$ cat config.mk
export PLATFORM = sky130hd
export DESIGN_NAME = dot_operand_feeder
export DESIGN_NICKNAME = d
export VERILOG_FILES = /design/src/rtl/dot_operand_feeder_pkg.sv /design/src/rtl/dot_operand_feeder_beat_packer.sv /design/src/rtl/dot_operand_feeder.sv
export SDC_FILE = /design/constraint.sdc
export NUM_CORES = 2
export LEC_CHECK = 0
export ABC_AREA = 1
export BUFFER_PORTS_ARGS = -buffer_cell sky130_fd_sc_hd__buf_2
export CORE_AREA = 2 2 431 433
export DETAILED_ROUTE_END_ITERATION = 10
export DIE_AREA = 0 0 433 435
export GPL_TIMING_DRIVEN = 0
export SLEW_MARGIN = 20
export SYNTH_ARGS = -nofsm -noshare
export SYNTH_HDL_FRONTEND = slang
export SYNTH_SLANG_ARGS = --single-unit
$ cat constraint.sdc
create_clock -name clk -period 2.88 [get_ports clk]
set_input_delay 0.288 -clock clk [delete_from_list [all_inputs] [get_ports clk]]
set_output_delay 0.288 -clock clk [all_outputs]
set_load 0.01 [all_outputs]
$ cat src/rtl/dot_operand_feeder_pkg.sv
// Shared types and constants for the dot-product operand feeder.
// The FSM state enum and beat-count helpers are used by the top and the packer.
package dot_operand_feeder_pkg;

   typedef enum logic [2:0] {
      StLoadW,
      StLoadA,
      StFire,
      StWait,
      StOut
   } state_e;

   localparam int unsigned DefN             = 128;
   localparam int unsigned DefWeightWidth   = 4;
   localparam int unsigned DefActWidth      = 4;
   localparam int unsigned DefBusWidth      = 32;
   localparam int unsigned DefResultWidth   = 16;
   localparam int unsigned DefTimeoutCycles = 64;

   function automatic int unsigned beat_count(input int unsigned n, input int unsigned width,
                                              input int unsigned bus);
      return (n * width) / bus;
   endfunction

   localparam int unsigned WB = beat_count(DefN, DefWeightWidth, DefBusWidth);
   localparam int unsigned AB = beat_count(DefN, DefActWidth, DefBusWidth);

endpackage

$ cat src/rtl/dot_operand_feeder_beat_packer.sv
// Assembles a wide operand vector from narrow beats: beat k lands in slice k.
// The counter wraps to 0 after the last beat, so the packer is ready for the next job.
module dot_operand_feeder_beat_packer
   import dot_operand_feeder_pkg::*;
#(
   parameter int unsigned Beats    = 16,
   parameter int unsigned BusWidth = 32
) (
   input  logic                      clk,
   input  logic                      rst,
   input  logic                      en,
   input  logic [BusWidth-1:0]       data,
   output logic [Beats*BusWidth-1:0] vec,
   output logic                      empty,
   output logic                      full
);

   localparam int unsigned CntW = (Beats > 1) ? $clog2(Beats) : 1;

   logic [CntW-1:0]           cnt_q;
   logic [Beats*BusWidth-1:0] vec_q;
   logic                      last;

   assign last = (cnt_q == CntW'(Beats - 1));

   always_ff @(posedge clk) begin
      if (rst) begin
         cnt_q <= '0;
         vec_q <= '0;
      end else if (en) begin
         vec_q[cnt_q * BusWidth +: BusWidth] <= data;
         cnt_q <= last ? '0 : cnt_q + 1'b1;
      end
   end

   assign vec   = vec_q;
   assign empty = (cnt_q == '0);
   // Pulses while the final beat is being accepted.
   assign full  = en && last;

endmodule

$ cat src/rtl/dot_operand_feeder.sv
// Operand/start sequencer for the dot-product engine: load weights, load acts, fire, wait, return.
// Optional WAIT timeout is enabled by defining DOT_FEEDER_TIMEOUT_EN.
module dot_operand_feeder
   import dot_operand_feeder_pkg::*;
#(
   parameter int unsigned N              = DefN,
   parameter int unsigned WEIGHT_WIDTH   = DefWeightWidth,
   parameter int unsigned ACT_WIDTH      = DefActWidth,
   parameter int unsigned BUS_WIDTH      = DefBusWidth,
`ifdef DOT_FEEDER_TIMEOUT_EN
   parameter int unsigned TIMEOUT_CYCLES = DefTimeoutCycles,
`endif
   parameter int unsigned RESULT_WIDTH   = DefResultWidth
) (
   input  logic                        clk,
   input  logic                        rst,
   input  logic                        s_valid,
   output logic                        s_ready,
   input  logic [BUS_WIDTH-1:0]        s_data,
   output logic                        o_start,
   output logic [N*WEIGHT_WIDTH-1:0]   o_weights_flat,
   output logic [N*ACT_WIDTH-1:0]      o_acts_flat,
   input  logic                        i_done,
   input  logic [RESULT_WIDTH-1:0]     i_result,
   output logic                        m_valid,
   input  logic                        m_ready,
   output logic [RESULT_WIDTH-1:0]     m_data,
   output logic                        m_err,
   output logic                        busy
);

   localparam int unsigned WBeats = beat_count(N, WEIGHT_WIDTH, BUS_WIDTH);
   localparam int unsigned ABeats = beat_count(N, ACT_WIDTH, BUS_WIDTH);

   state_e                  state_q, state_d;
   logic                    w_en, a_en;
   logic                    w_full, a_full;
   logic                    w_empty, a_empty;
   logic                    tmo_expired;
   logic [RESULT_WIDTH-1:0] m_data_q;

   assign w_en = s_valid && s_ready && (state_q == StLoadW);
   assign a_en = s_valid && s_ready && (state_q == StLoadA);

   dot_operand_feeder_beat_packer #(
      .Beats    (WBeats),
      .BusWidth (BUS_WIDTH)
   ) u_weight_packer (
      .clk   (clk),
      .rst   (rst),
      .en    (w_en),
      .data  (s_data),
      .vec   (o_weights_flat),
      .empty (w_empty),
      .full  (w_full)
   );

   dot_operand_feeder_beat_packer #(
      .Beats    (ABeats),
      .BusWidth (BUS_WIDTH)
   ) u_act_packer (
      .clk   (clk),
      .rst   (rst),
      .en    (a_en),
      .data  (s_data),
      .vec   (o_acts_flat),
      .empty (a_empty),
      .full  (a_full)
   );

`ifdef DOT_FEEDER_TIMEOUT_EN
   localparam int unsigned TmoW = (TIMEOUT_CYCLES > 1) ? $clog2(TIMEOUT_CYCLES) : 1;

   logic [TmoW-1:0] tmo_q;
   logic            m_err_q;

   assign tmo_expired = (state_q == StWait) && (tmo_q == TmoW'(TIMEOUT_CYCLES - 1));

   always_ff @(posedge clk) begin
      if (rst || (state_q != StWait)) begin
         tmo_q <= '0;
      end else begin
         tmo_q <= tmo_q + 1'b1;
      end
   end

   // A done arriving on the expiry cycle still wins.
   always_ff @(posedge clk) begin
      if (rst) begin
         m_err_q <= 1'b0;
      end else if ((state_q == StWait) && i_done) begin
         m_err_q <= 1'b0;
      end else if (tmo_expired) begin
         m_err_q <= 1'b1;
      end
   end

   assign m_err = m_err_q;
`else
   assign tmo_expired = 1'b0;
   assign m_err       = 1'b0;
`endif

   always_ff @(posedge clk) begin
      if (rst) begin
         m_data_q <= '0;
      end else if ((state_q == StWait) && i_done) begin
         m_data_q <= i_result;
      end else if (tmo_expired) begin
         m_data_q <= '0;
      end
   end

   assign m_data = m_data_q;

   always_ff @(posedge clk) begin
      if (rst) begin
         state_q <= StLoadW;
      end else begin
         state_q <= state_d;
      end
   end

   always_comb begin
      state_d = state_q;
      unique case (state_q)
         StLoadW: if (w_full) state_d = StLoadA;
         StLoadA: if (a_full) state_d = StFire;
         StFire:  state_d = StWait;
         StWait:  if (i_done || tmo_expired) state_d = StOut;
         StOut:   if (m_ready) state_d = StLoadW;
         default: state_d = StLoadW;
      endcase
   end

   always_comb begin
      s_ready = 1'b0;
      o_start = 1'b0;
      m_valid = 1'b0;
      busy    = 1'b1;
      unique case (state_q)
         StLoadW: begin
            s_ready = 1'b1;
            // The act counter has always wrapped back to 0 by the time LOAD_W is entered.
            busy    = !(w_empty && a_empty);
         end
         StLoadA: s_ready = 1'b1;
         StFire:  o_start = 1'b1;
         StWait:  ;
         StOut:   m_valid = 1'b1;
         default: ;
      endcase
   end

endmodule

==> reports/qor.csv <==
stage,metric,value,unit
place,GP Congestion,0.964,
sta,Slew @ Worst Pin,1.29,ns
clock_network,CTS HTree Levels,3,
yosys,Post-synth top cells,"nor2_1 (1,932), nand2_1 (1,214), dfxtp_1 (1,051)",
global_route,first-pass GRT wire length,361000,um
global_route,initial antenna violation count,20,
floorplan,core region area,0.184,mm^2
clock_network,TritonCTS Sinks,1051,
clock_network,clock-pin slew on the worst setup and hold paths,0.06,ns
critical_path,WS Path Type,flop to flop,
critical_path,CP Launch Type,flop,
yosys,top-area cell type share of the netlist area,49.0,%
cells_and_area,Layout Cell Area excl Fill,0.0578,mm^2
sta,Period minus WS final,2.82,ns
sta,Final TNS setup,0,ns
critical_path,crit path capture type,flop,
critical_path,CP Cell Sequence,clkbuf_8 -> inv_2 -> clkbuf_16 -> buf_12 -> ha_4 -> nand2_1 -> nor2_4 -> buf_4 -> nor2_4 -> nand4_1 -> buf_4 -> clkbuf_2 -> nor2_2 -> nor2_1,
run,max cap viols,0,
yosys,Synth cell types,31,
critical_path,Crit Path Max Fanout,10,
yosys,top_reg_cell synth,dfxtp_1,
clock_network,Num CTS Buffers,120,
global_route,grt total ovfl,0,
floorplan,DIE HEIGHT,435,um
critical_path,Worst Reg-to-Reg Cells,14,
place,HPWL Detailed,213000,um
status,status,completed,
route,wire length per cell,26.1,um
route,vias per inst,4.60,
yosys,asr flop ratio synth,0,%
place,Area after DPL,0.0517,mm^2
route,DRT iter0 DRCs,4086,
critical_path,CP Data Required Time,3.55,ns
critical_path,launching point of the worst reg2reg path,u_weight_packer.cnt_q[0],
yosys,synthesized area,0.0429,mm^2
yosys,top post-synthesis cells by area,"dfxtp_1 (49%), nor2_1 (17%), nand2_1 (11%)",
cells_and_area,share of cells above drive strength 1,23.0,%
critical_path,Worst Path Arrival,3.49,ns
pwr,Pleak,0.0320,uW
floorplan,Die Footprint,0.188,mm^2
cells_and_area,area delta synth->final,34.7,%
global_route,GRT Resource Usage Total,27.6,%
clock_network,Root Driver,clkbuf_16,
floorplan,IO Pins,1098,
sta,final setup violation count,0,
route,DRC,0,
worst_hold_path,HP Class,input pin to flop,
clock_network,TritonCTS clock tree,done,
sta,relative slew slack,13.6,%
clock_network,"Clk Latency, worst-skew pair",0.80,ns
critical_path,max incr delay on CP,0.37,ns
sta,skew final,0.0373,ns
sta,Fmax,355,MHz
floorplan,DIE WIDTH,433,um
critical_path,R2R Path End,u_weight_packer.vec[216],
pwr,pwr dens,598,mW/mm^2
yosys,YS warnings,0,
sta,RSZ-0062 raised after global routing,true,
cells_and_area,# nets final,7770,
route,Post-DRT Antenna Nets,0,
yosys,number of synthesized flops with an enable pin,0,
global_route,vias in the first global route,44200,
yosys,syn_nets,6474,
yosys,synthesized instance count,6415,
critical_path,R2R setup slack,0.06,ns
route,drt pass-1 iters,6,
worst_hold_path,WHS Endpoint,u_act_packer.vec[30],
sta,final period utilization,97.8,%
yosys,post-synth top area cell,dfxtp_1,
floorplan,row count,158,
place,I/O Buffers,1090,
yosys,"FF+latch count, synth",1051,
sta,pins over their slew limit,0,
yosys,register area share after synthesis,49.0,%
clock_network,clock buffer depth,3,
floorplan,Starting Density,23.3,%
worst_hold_path,worst hold start,s_data[30],
critical_path,CP max-delay cell,nor2_2,
pwr,VDD IR max,0.456,mV
global_route,largest net degree at the start of global routing,17,
route,vias post-DR,47400,
route,Routed WL,270000,um
worst_hold_path,hold path cells,3,
yosys,most frequent cell after synthesis,nor2_1,
sta,"Hold Vio Cnt, Final",0,
yosys,Syn Area/Cell,6.69,um^2
[power by group]
part / leakage (uW) / total, uW / switching [uW] / internal (uW)
clock network: 0.00202 / 16200 / 6940 / 9230
registers: 0.00846 / 14700 / 47.4 / 14600
logic: 0.0216 / 3740 / 3000 / 737
[sequential cells by signal, summed over array words and instances, names as in the netlist]
signal	cells
u_act_packer.cnt_q	4
m_data	16
u_weight_packer.vec	512
u_act_packer.vec	512
u_weight_packer.cnt_q	4
state_q	3
[final cells by class]
cell class                 count  area, um^2
multi-input combinational   4221       18300
fill                       20200      126000
timing repair buffer        1176        6340
inverter                     742        2800
antenna                       16        40.0
tap                         2480        3100
clock buffer                 171        3520
clock inverter                55         584
buffer                       399        2030
sequential                  1051       21000
[metal layers]
metal | part of all wire, % | track usage, % | vias to the layer above
li1 | - | - | 22100
met1 | 37 | 30.9 | 22500
met2 | 48 | 46.9 | 2286
met3 | 8.1 | 6.74 | 552
met4 | 6.9 | 16.7 | 8
met5 | 0.019 | 0 | -
[how the worst max path moves through the flow]
stage | startpoint | endpoint | slack (ns) | cells past startpoint
after global placement | u_weight_packer.cnt_q[0] | u_weight_packer.vec[214] | -2.75 | 11
after floorplan | u_weight_packer.cnt_q[0] | u_weight_packer.vec[22] | 0.002 | 13
after detailed placement | u_weight_packer.cnt_q[0] | u_weight_packer.vec[214] | -2.72 | 11
after global routing | u_act_packer.cnt_q[0] | u_act_packer.vec[47] | -0.05 | 9
final | u_weight_packer.cnt_q[0] | u_weight_packer.vec[216] | 0.06 | 14
after CTS | u_act_packer.cnt_q[0] | u_act_packer.vec[143] | 0.002 | 12
[repair_timing]
action,in CTS,in global routing
hold buffers,22,0
resized for setup,319,141
pin swaps,18,9
gates cloned,1,0
hold endpoints to repair,30,0
setup buffers,39,17
endpoints found under the setup margin,1025,727
[cells in the final DEF (no fill, tap or decap), types with 7 or more instances in the layout]
cell type      synthesis  final
nor2_2                13     27
clkbuf_2               0     86
o21ai_1               52     61
buf_2                 92   1183
inv_1                725    709
nor2_1              1932   1895
a21oi_1              194    194
clkbuf_4               0     26
nand2_2                7     13
diode_2                0     16
nand4_1               14     14
buf_6                  0      7
inv_2                 15     25
nor3_2                 1     41
o21ai_0              444    425
bufinv_16              0      8
buf_4                  8     70
clkinvlp_4             0      9
nand3_1              180    172
clkbuf_16              0    123
buf_16                 0      8
clkbuf_1             273    178
nor2_4                 4     28
nor3_1               138     80
clkbuf_8               0     31
nor3_4                 1     19
dlygate4sd3_1          0     22
clkinv_2               0     25
nand3_4                1     11
nand2_1             1214   1203
dfxtp_1             1051   1051
[cells by family after synthesis]
| kind of cell | count (synthesis) | share of synthesized area (%) |
|---|---|---|
| compound gates | 696 | 8.16 |
| simple gates | 3517 | 32.3 |
| flops | 1051 | 49.0 |
| other cells | 1 | 0.00874 |
| buf+inv | 1144 | 10.3 |
| fa+ha+maj | 6 | 0.175 |
[critical path, delay by kind of cell, from the launching register on]
kind,cells,cell delay [ns]
buffers and inverters,7,1.16
flip-flops,1,0.34
adder cells (fa/ha/maj),1,0.18
AND/OR/NAND/NOR,6,1.00
[stage by stage]
step	util (%)	setup WS (ns)	power (uW)	std cells	hold WS (ns)
floorplan	-	0.00229	16500	6415	0.429
global placement	28.0	-2.75	18200	9985	0.432
detailed placement	28.1	-2.72	18300	9993	0.437
CTS	31.1	0.00209	34700	10300	0.0109
global route	31.4	-0.0488	35400	10300	0.0545
finish	31.4	0.0636	34500	10300	0.0656
Power figures use the tool's default switching activity.
